`config.mk`:
```
export PLATFORM = sky130hd
export DESIGN_NAME = uart_frame_decoder
export DESIGN_NICKNAME = d
export VERILOG_FILES = /design/src/rtl/uart_frame_pkg.sv /design/src/rtl/uart_word_shift.sv /design/src/rtl/uart_frame_decoder.sv
export SDC_FILE = /design/constraint.sdc
export NUM_CORES = 1
export LEC_CHECK = 0
export ABC_CLOCK_PERIOD_IN_PS = 1950
export CORE_MARGIN = 2
export CORE_UTILIZATION = 35
export CTS_CLUSTER_SIZE = 10
export DETAILED_ROUTE_END_ITERATION = 10
export PLACE_DENSITY = 0.56
export SLEW_MARGIN = 25
export SYNTH_ARGS = -nofsm -noshare
export SYNTH_HDL_FRONTEND = slang
export SYNTH_SLANG_ARGS = --single-unit
```
`constraint.sdc`:
```
create_clock -name clk -period 1.95 [get_ports clk]
set_clock_uncertainty 0.1 [all_clocks]
set_input_delay 0.2925 -clock clk [delete_from_list [all_inputs] [get_ports clk]]
set_output_delay 0.2925 -clock clk [all_outputs]
set_load 0.01 [all_outputs]
```
`src/rtl/uart_frame_pkg.sv`:
```
// Shared types and constants for the UART frame decoder: FSM states,
// error codes reported on err_code, and the default frame sync marker.
package uart_frame_pkg;

  typedef enum logic [1:0] {
    IDLE,
    LEN,
    PAYLOAD,
    CHECK
  } state_e;

  localparam logic [1:0] ERR_LEN  = 2'd0;
  localparam logic [1:0] ERR_CHK  = 2'd1;
  localparam logic [1:0] ERR_OVF  = 2'd2;
  localparam logic [1:0] ERR_LINK = 2'd3;

  localparam logic [7:0] DEFAULT_SYNC = 8'hA5;

endpackage

```
`src/rtl/uart_word_shift.sv`:
```
// Little-endian byte-to-word assembler: places each byte at the current
// byte slot and flags the byte that completes a word.
module uart_word_shift #(
  parameter int WORD_BYTES = 2
) (
  input  logic                    clk,
  input  logic                    rst,
  input  logic                    clear_i,
  input  logic                    shift_i,
  input  logic [7:0]              byte_i,
  output logic [8*WORD_BYTES-1:0] word_o,
  output logic                    complete_o
);

  localparam int W  = 8 * WORD_BYTES;
  localparam int IW = (WORD_BYTES > 1) ? $clog2(WORD_BYTES) : 1;

  logic [IW-1:0] byteIdx_q, byteIdx_d;
  logic [W-1:0]  asm_q, asm_d;

  // word_o includes the incoming byte so the holding register can be
  // loaded on the same edge that consumes the final byte of a word.
  always_comb begin
    asm_d = asm_q;
    asm_d[{byteIdx_q, 3'b000} +: 8] = byte_i;
    word_o     = asm_d;
    complete_o = shift_i && (byteIdx_q == IW'(WORD_BYTES - 1));
    byteIdx_d  = byteIdx_q;
    if (clear_i) begin
      byteIdx_d = '0;
    end else if (shift_i) begin
      byteIdx_d = complete_o ? '0 : byteIdx_q + 1'b1;
    end
  end

  always_ff @(posedge clk or posedge rst) begin
    if (rst) begin
      byteIdx_q <= '0;
      asm_q     <= '0;
    end else begin
      byteIdx_q <= byteIdx_d;
      if (shift_i && !clear_i) begin
        asm_q <= asm_d;
      end
    end
  end

endmodule

```
`src/rtl/uart_frame_decoder.sv`:
```
// Frame decoder behind the UART receiver: finds SYNC/LEN/payload/CHK frames,
// streams payload words on valid/ready and reports frame status and errors.
module uart_frame_decoder
  import uart_frame_pkg::*;
#(
  parameter int         WORD_BYTES     = 2,
  parameter int         MAX_WORDS      = 16,
  parameter logic [7:0] SYNC_BYTE      = DEFAULT_SYNC,
  parameter int         TIMEOUT_CYCLES = 125000
) (
  input  logic                    clk,
  input  logic                    rst,
  input  logic                    byte_valid,
  input  logic [7:0]              byte_data,
  input  logic                    link_error,
  output logic [8*WORD_BYTES-1:0] word_data,
  output logic                    word_valid,
  input  logic                    word_ready,
  output logic                    word_last,
  output logic                    frame_done,
  output logic                    frame_error,
  output logic [1:0]              err_code,
  output logic                    busy
);

  localparam int         W    = 8 * WORD_BYTES;
  localparam int         TW   = $clog2(TIMEOUT_CYCLES + 1);
  localparam logic [7:0] MAXW = 8'(MAX_WORDS);

  state_e        state_q, state_d;
  logic [7:0]    wordCnt_q, wordCnt_d;
  logic [7:0]    chk_q, chk_d;
  logic [TW-1:0] tmo_q, tmo_d;
  logic [W-1:0]  wordData_q, wordData_d;
  logic          wordValid_q, wordValid_d;
  logic          wordLast_q, wordLast_d;
  logic          frameDone_q, frameDone_d;
  logic          frameError_q, frameError_d;
  logic [1:0]    errCode_q, errCode_d;

  logic          byteEv;
  logic          shiftEn;
  logic          wordDone;
  logic [W-1:0]  asmWord;
  logic          errHit;
  logic [1:0]    errSel;

  // A link error in the same cycle as a byte strobe drops that byte.
  assign byteEv  = byte_valid && !link_error;
  assign shiftEn = byteEv && (state_q == PAYLOAD);

  uart_word_shift #(
    .WORD_BYTES(WORD_BYTES)
  ) uShift (
    .clk       (clk),
    .rst       (rst),
    .clear_i   (state_q != PAYLOAD),
    .shift_i   (shiftEn),
    .byte_i    (byte_data),
    .word_o    (asmWord),
    .complete_o(wordDone)
  );

  always_comb begin
    state_d      = state_q;
    wordCnt_d    = wordCnt_q;
    chk_d        = chk_q;
    wordData_d   = wordData_q;
    wordValid_d  = wordValid_q;
    wordLast_d   = wordLast_q;
    frameDone_d  = 1'b0;
    frameError_d = 1'b0;
    errCode_d    = errCode_q;
    errHit       = 1'b0;
    errSel       = ERR_LEN;
    tmo_d        = (state_q == IDLE || byte_valid) ? '0 : tmo_q + 1'b1;

    if (wordValid_q && word_ready) begin
      wordValid_d = 1'b0;
      wordLast_d  = 1'b0;
    end

    case (state_q)
      IDLE: begin
        if (byteEv && byte_data == SYNC_BYTE) state_d = LEN;
      end
      LEN: begin
        if (byteEv) begin
          if (byte_data == 8'd0 || byte_data > MAXW) begin
            errHit = 1'b1;
            errSel = ERR_LEN;
          end else begin
            wordCnt_d = byte_data;
            chk_d     = byte_data;
            state_d   = PAYLOAD;
          end
        end
      end
      PAYLOAD: begin
        if (byteEv) begin
          chk_d = chk_q ^ byte_data;
          // Completion is only safe if the slot is empty or drains this cycle.
          if (wordDone) begin
            if (wordValid_q && !word_ready) begin
              errHit = 1'b1;
              errSel = ERR_OVF;
            end else begin
              wordData_d  = asmWord;
              wordValid_d = 1'b1;
              wordLast_d  = (wordCnt_q == 8'd1);
              wordCnt_d   = wordCnt_q - 8'd1;
              if (wordCnt_q == 8'd1) state_d = CHECK;
            end
          end
        end
      end
      CHECK: begin
        if (byteEv) begin
          if (byte_data == chk_q) begin
            frameDone_d = 1'b1;
            state_d     = IDLE;
          end else begin
            errHit = 1'b1;
            errSel = ERR_CHK;
          end
        end
      end
      default: state_d = IDLE;
    endcase

    if (state_q != IDLE &&
        (link_error || (!byte_valid && tmo_q == TW'(TIMEOUT_CYCLES - 1)))) begin
      errHit = 1'b1;
      errSel = ERR_LINK;
    end

    if (errHit) begin
      state_d      = IDLE;
      frameError_d = 1'b1;
      errCode_d    = errSel;
      wordValid_d  = 1'b0;
      wordLast_d   = 1'b0;
      frameDone_d  = 1'b0;
    end
  end

  always_ff @(posedge clk or posedge rst) begin
    if (rst) begin
      state_q      <= IDLE;
      wordCnt_q    <= '0;
      chk_q        <= '0;
      tmo_q        <= '0;
      wordData_q   <= '0;
      wordValid_q  <= 1'b0;
      wordLast_q   <= 1'b0;
      frameDone_q  <= 1'b0;
      frameError_q <= 1'b0;
      errCode_q    <= '0;
    end else begin
      state_q      <= state_d;
      wordCnt_q    <= wordCnt_d;
      chk_q        <= chk_d;
      tmo_q        <= tmo_d;
      wordData_q   <= wordData_d;
      wordValid_q  <= wordValid_d;
      wordLast_q   <= wordLast_d;
      frameDone_q  <= frameDone_d;
      frameError_q <= frameError_d;
      errCode_q    <= errCode_d;
    end
  end

  assign word_data   = wordData_q;
  assign word_valid  = wordValid_q;
  assign word_last   = wordLast_q;
  assign frame_done  = frameDone_q;
  assign frame_error = frameError_q;
  assign err_code    = errCode_q;
  assign busy        = (state_q != IDLE);

endmodule
```
==> flow_summary.toml <==
[grt]
grt_antenna_before_repair = 0
grt_pass1_wl_um = 14200
first_global_vias = 2976
grt_util_all_layers_pct = 17.5
grt_start_max_net_pins = 25
grt_overflow = 0

[synth]
yosys_warnings = 0
syn-mean-instance-area_um2 = 10.3
mappedNetlistNets = 346
yosysSeqAreaShare_pct = 49.0
netlist_area_um2 = 3370
ys_async_sr_fraction_pct = 100
edff_count_synth = 0
synth_seq_cells = 66
post_synth_inst_count = 326
synth.distinct_cells = 49
yosys_most_used_dff = "sky130_fd_sc_hd__dfrtp_1"

[detailed_routing]
drt-pass1-iter-count = 4
routed-via-count = 2883
postRouteWirelength_um = 8700
routed.top_layer = "met4"
antenna_violating_nets_post_route = 0
detail_routed_net_length_per_standard_cell_um = 15.2
met1_length_um = 4070
route.detailed.vias_per_inst = 5.05
wl_met3_um = 229
routed-wl-met2_um = 4190
drc_errors = 0
drt_first_iter_violations = 107

[worst_setup_path]
cp_data_arrival_time_ns = 2.38
timing.critical_path.cells = "buf_4, ha_4, or3_4, a21oi_2, o22ai_2, or4_4, a21oi_2"
critical_path.endpoint = "state_q[1]"
cp_max_fo = 2
count_of_buffering_cells_on_the_critical_path_with_inverters_included = 1
timing.reg2reg.setup_slack_ns = -0.25
timing.critical_path.from_type = "register"
worst_r2r_endpoint = "state_q[1]"
r2r_cells = 7
cp-end-kind = "register"
required_ns = 2.13
timing.critical_path.depth = 7
critical_path_class = "reg2reg"
critPathMaxStageDelay_ns = 0.52
crit_top_cell = "sky130_fd_sc_hd__a21oi_2"
critical_path.reg2reg.startpoint = "state_q[0]"
timing.critical_path.max_delay_family = "simple AND/OR/NAND/NOR gates"
worstSetupStartpoint = "state_q[0]"
crit_slowest_cell = "sky130_fd_sc_hd__or4_4"

[cts]
cts_max_path_buffers = 2
clk_pin_slew_ns = 0.08
clockRootBuffer = "sky130_fd_sc_hd__clkbuf_8"
htree_levels = 3
clk-insertion-delay-late_ns = 0.36
cts_tree = "done"
clock_sink_count = 66
cts_made_buffers = 9

[place]
gp_congestion = 0.825
placed_area_um2 = 4400
hpwlAfterDp_um = 5850
port_buffers = 35
pre_cts_ws_ns = -0.724

[floorplanning]
placeable_core_region_um2 = 9280
horiz_die_dim_um = 102
die-height_um = 102
io_count = 36
design.die.area_um2 = 10400
initial_utilization_pct = 36.3
row_count = 35

[run_status]
outcome = "complete, but fails checks"
failed_checks = "setup timing"

[pwr]
vdd_ir_drop_max_mv = 0.502
leakagePower_uw = 0.00213
power_density_nw_per_um2 = 1020

[finish]
most-common-layout-cells = "sky130_fd_sc_hd__buf_4, sky130_fd_sc_hd__dfrtp_1, sky130_fd_sc_hd__nor2_1"
mostFrequentLayoutCell = "sky130_fd_sc_hd__buf_4"
drive_above_1_share_pct = 40.7
final_antenna_diode_count = 0
finalNetCount = 457
area.growth.synth_to_final_pct = 50.2
postLayoutCellArea_um2 = 5060

[sta]
tightestPinTransition_ns = 0.488
grt_setup_unrepaired = "true"
worst_slack_ns = -0.247
min_period_over_period_pct = 113
worst_slew_margin_rel_pct = 67.4
fin_setup_tns_ns = -2.44
timing.fmax_mhz = 455
setup_violations = 30
finalHoldViolCount = 0
timing.final.max_slew_violations = 0
layout_min_cycle_time_ns = 2.20

[min_path]
hold_path_class = "in2async"

[job]
maxCapViolCount = 0
per-layer routing:
metal  GRT usage (%)  vias to the layer above
li1                -                     1388
met1            23.3                     1435
met2            28.2                       40
met3            2.74                       20
met4            8.10                        0
met5               0                        -
cell families after synthesis:
logic type	share of synthesized area, %
AOI/OAI and AO/OA	11.6
DFF	49.0
and+or+nand+nor	17.3
adders and majority gates	2.60
buffers and inverters	4.46
muxes	8.69
xor gates and xnor gates	6.24
timing repair:
item | 4_1_cts | 5_1_grt
resized for setup | 39 | 51
pin swaps | 8 | 19
hold buffers | 0 | 0
setup endpoints to repair | 49 | 51
buffers inserted | 6 | 7
gates cloned | 1 | 0
worst min-delay path by stage:
stage / startpoint / to / depth (start not counted)
after global routing: rst / uShift.asm_q[6] / 2
final: rst / uShift.asm_q[6] / 2
after CTS: rst / uShift.asm_q[6] / 2
after floorplan: rst / chk_q[0] / 1
after detailed placement: err_code[0] / err_code[0] / 1
after global placement: err_code[0] / err_code[0] / 1
area by class of cell:
type                    count  area, µm²
clock buffers              10        138
clock inverters             6       65.1
fillers                   834       4220
inverters                  13       53.8
multi-input cells         227       1910
flip-flops and latches     66       1650
well taps                 129        161
repair buffers            120       1080
flip-flops by register name, summed over array words and instances, names as in the netlist:
name and count:
wordCnt_q 8, frame_error 1, uShift.byteIdx_q 1, uShift.asm_q 8, word_last 1, err_code 2, chk_q 8, frame_done 1
word_data 16, state_q 2, tmo_q 17, word_valid 1
power by group:
part	switching (µW)	leakage (µW)	internal (µW)
Combinational	950	0.00117	1100
Sequential	238	0.000863	1680
Clock	577	0.000103	627
Total	1770	0.00213	3410
through the flow:
stage          utilization [%]  hold WS, ns  power (µW)  instances
6_report                  54.5        0.199        5180        571
5_1_grt                   54.5        0.228        5470        571
4_1_cts                   51.5        0.207        4900        565
3_5_place_dp              47.4        0.387        3500        542
3_3_place_gp              47.4        0.388        3450        542
2_1_floorplan                -        0.337        2760        326
cell usage after synthesis (all sizes together), types with 6 or more instances:
cell type   n  area (µm²)
clkbuf     11        41.3
nand2      14        52.6
a31oi      11        68.8
nand4       6        37.5
o21ai      11        55.1
ha          7        87.6
dfrtp      66        1650
nor4        8        56.3
nor2       32         120
nor3        6        40.0
xnor2       8        70.1
mux2       26         293
nand3      17        85.1
buf         9        60.1
a21oi      20         100
o22a        7        61.3
inv        12        45.0
xor2       16         140
No activity file was read; power rests on OpenSTA's default activity.
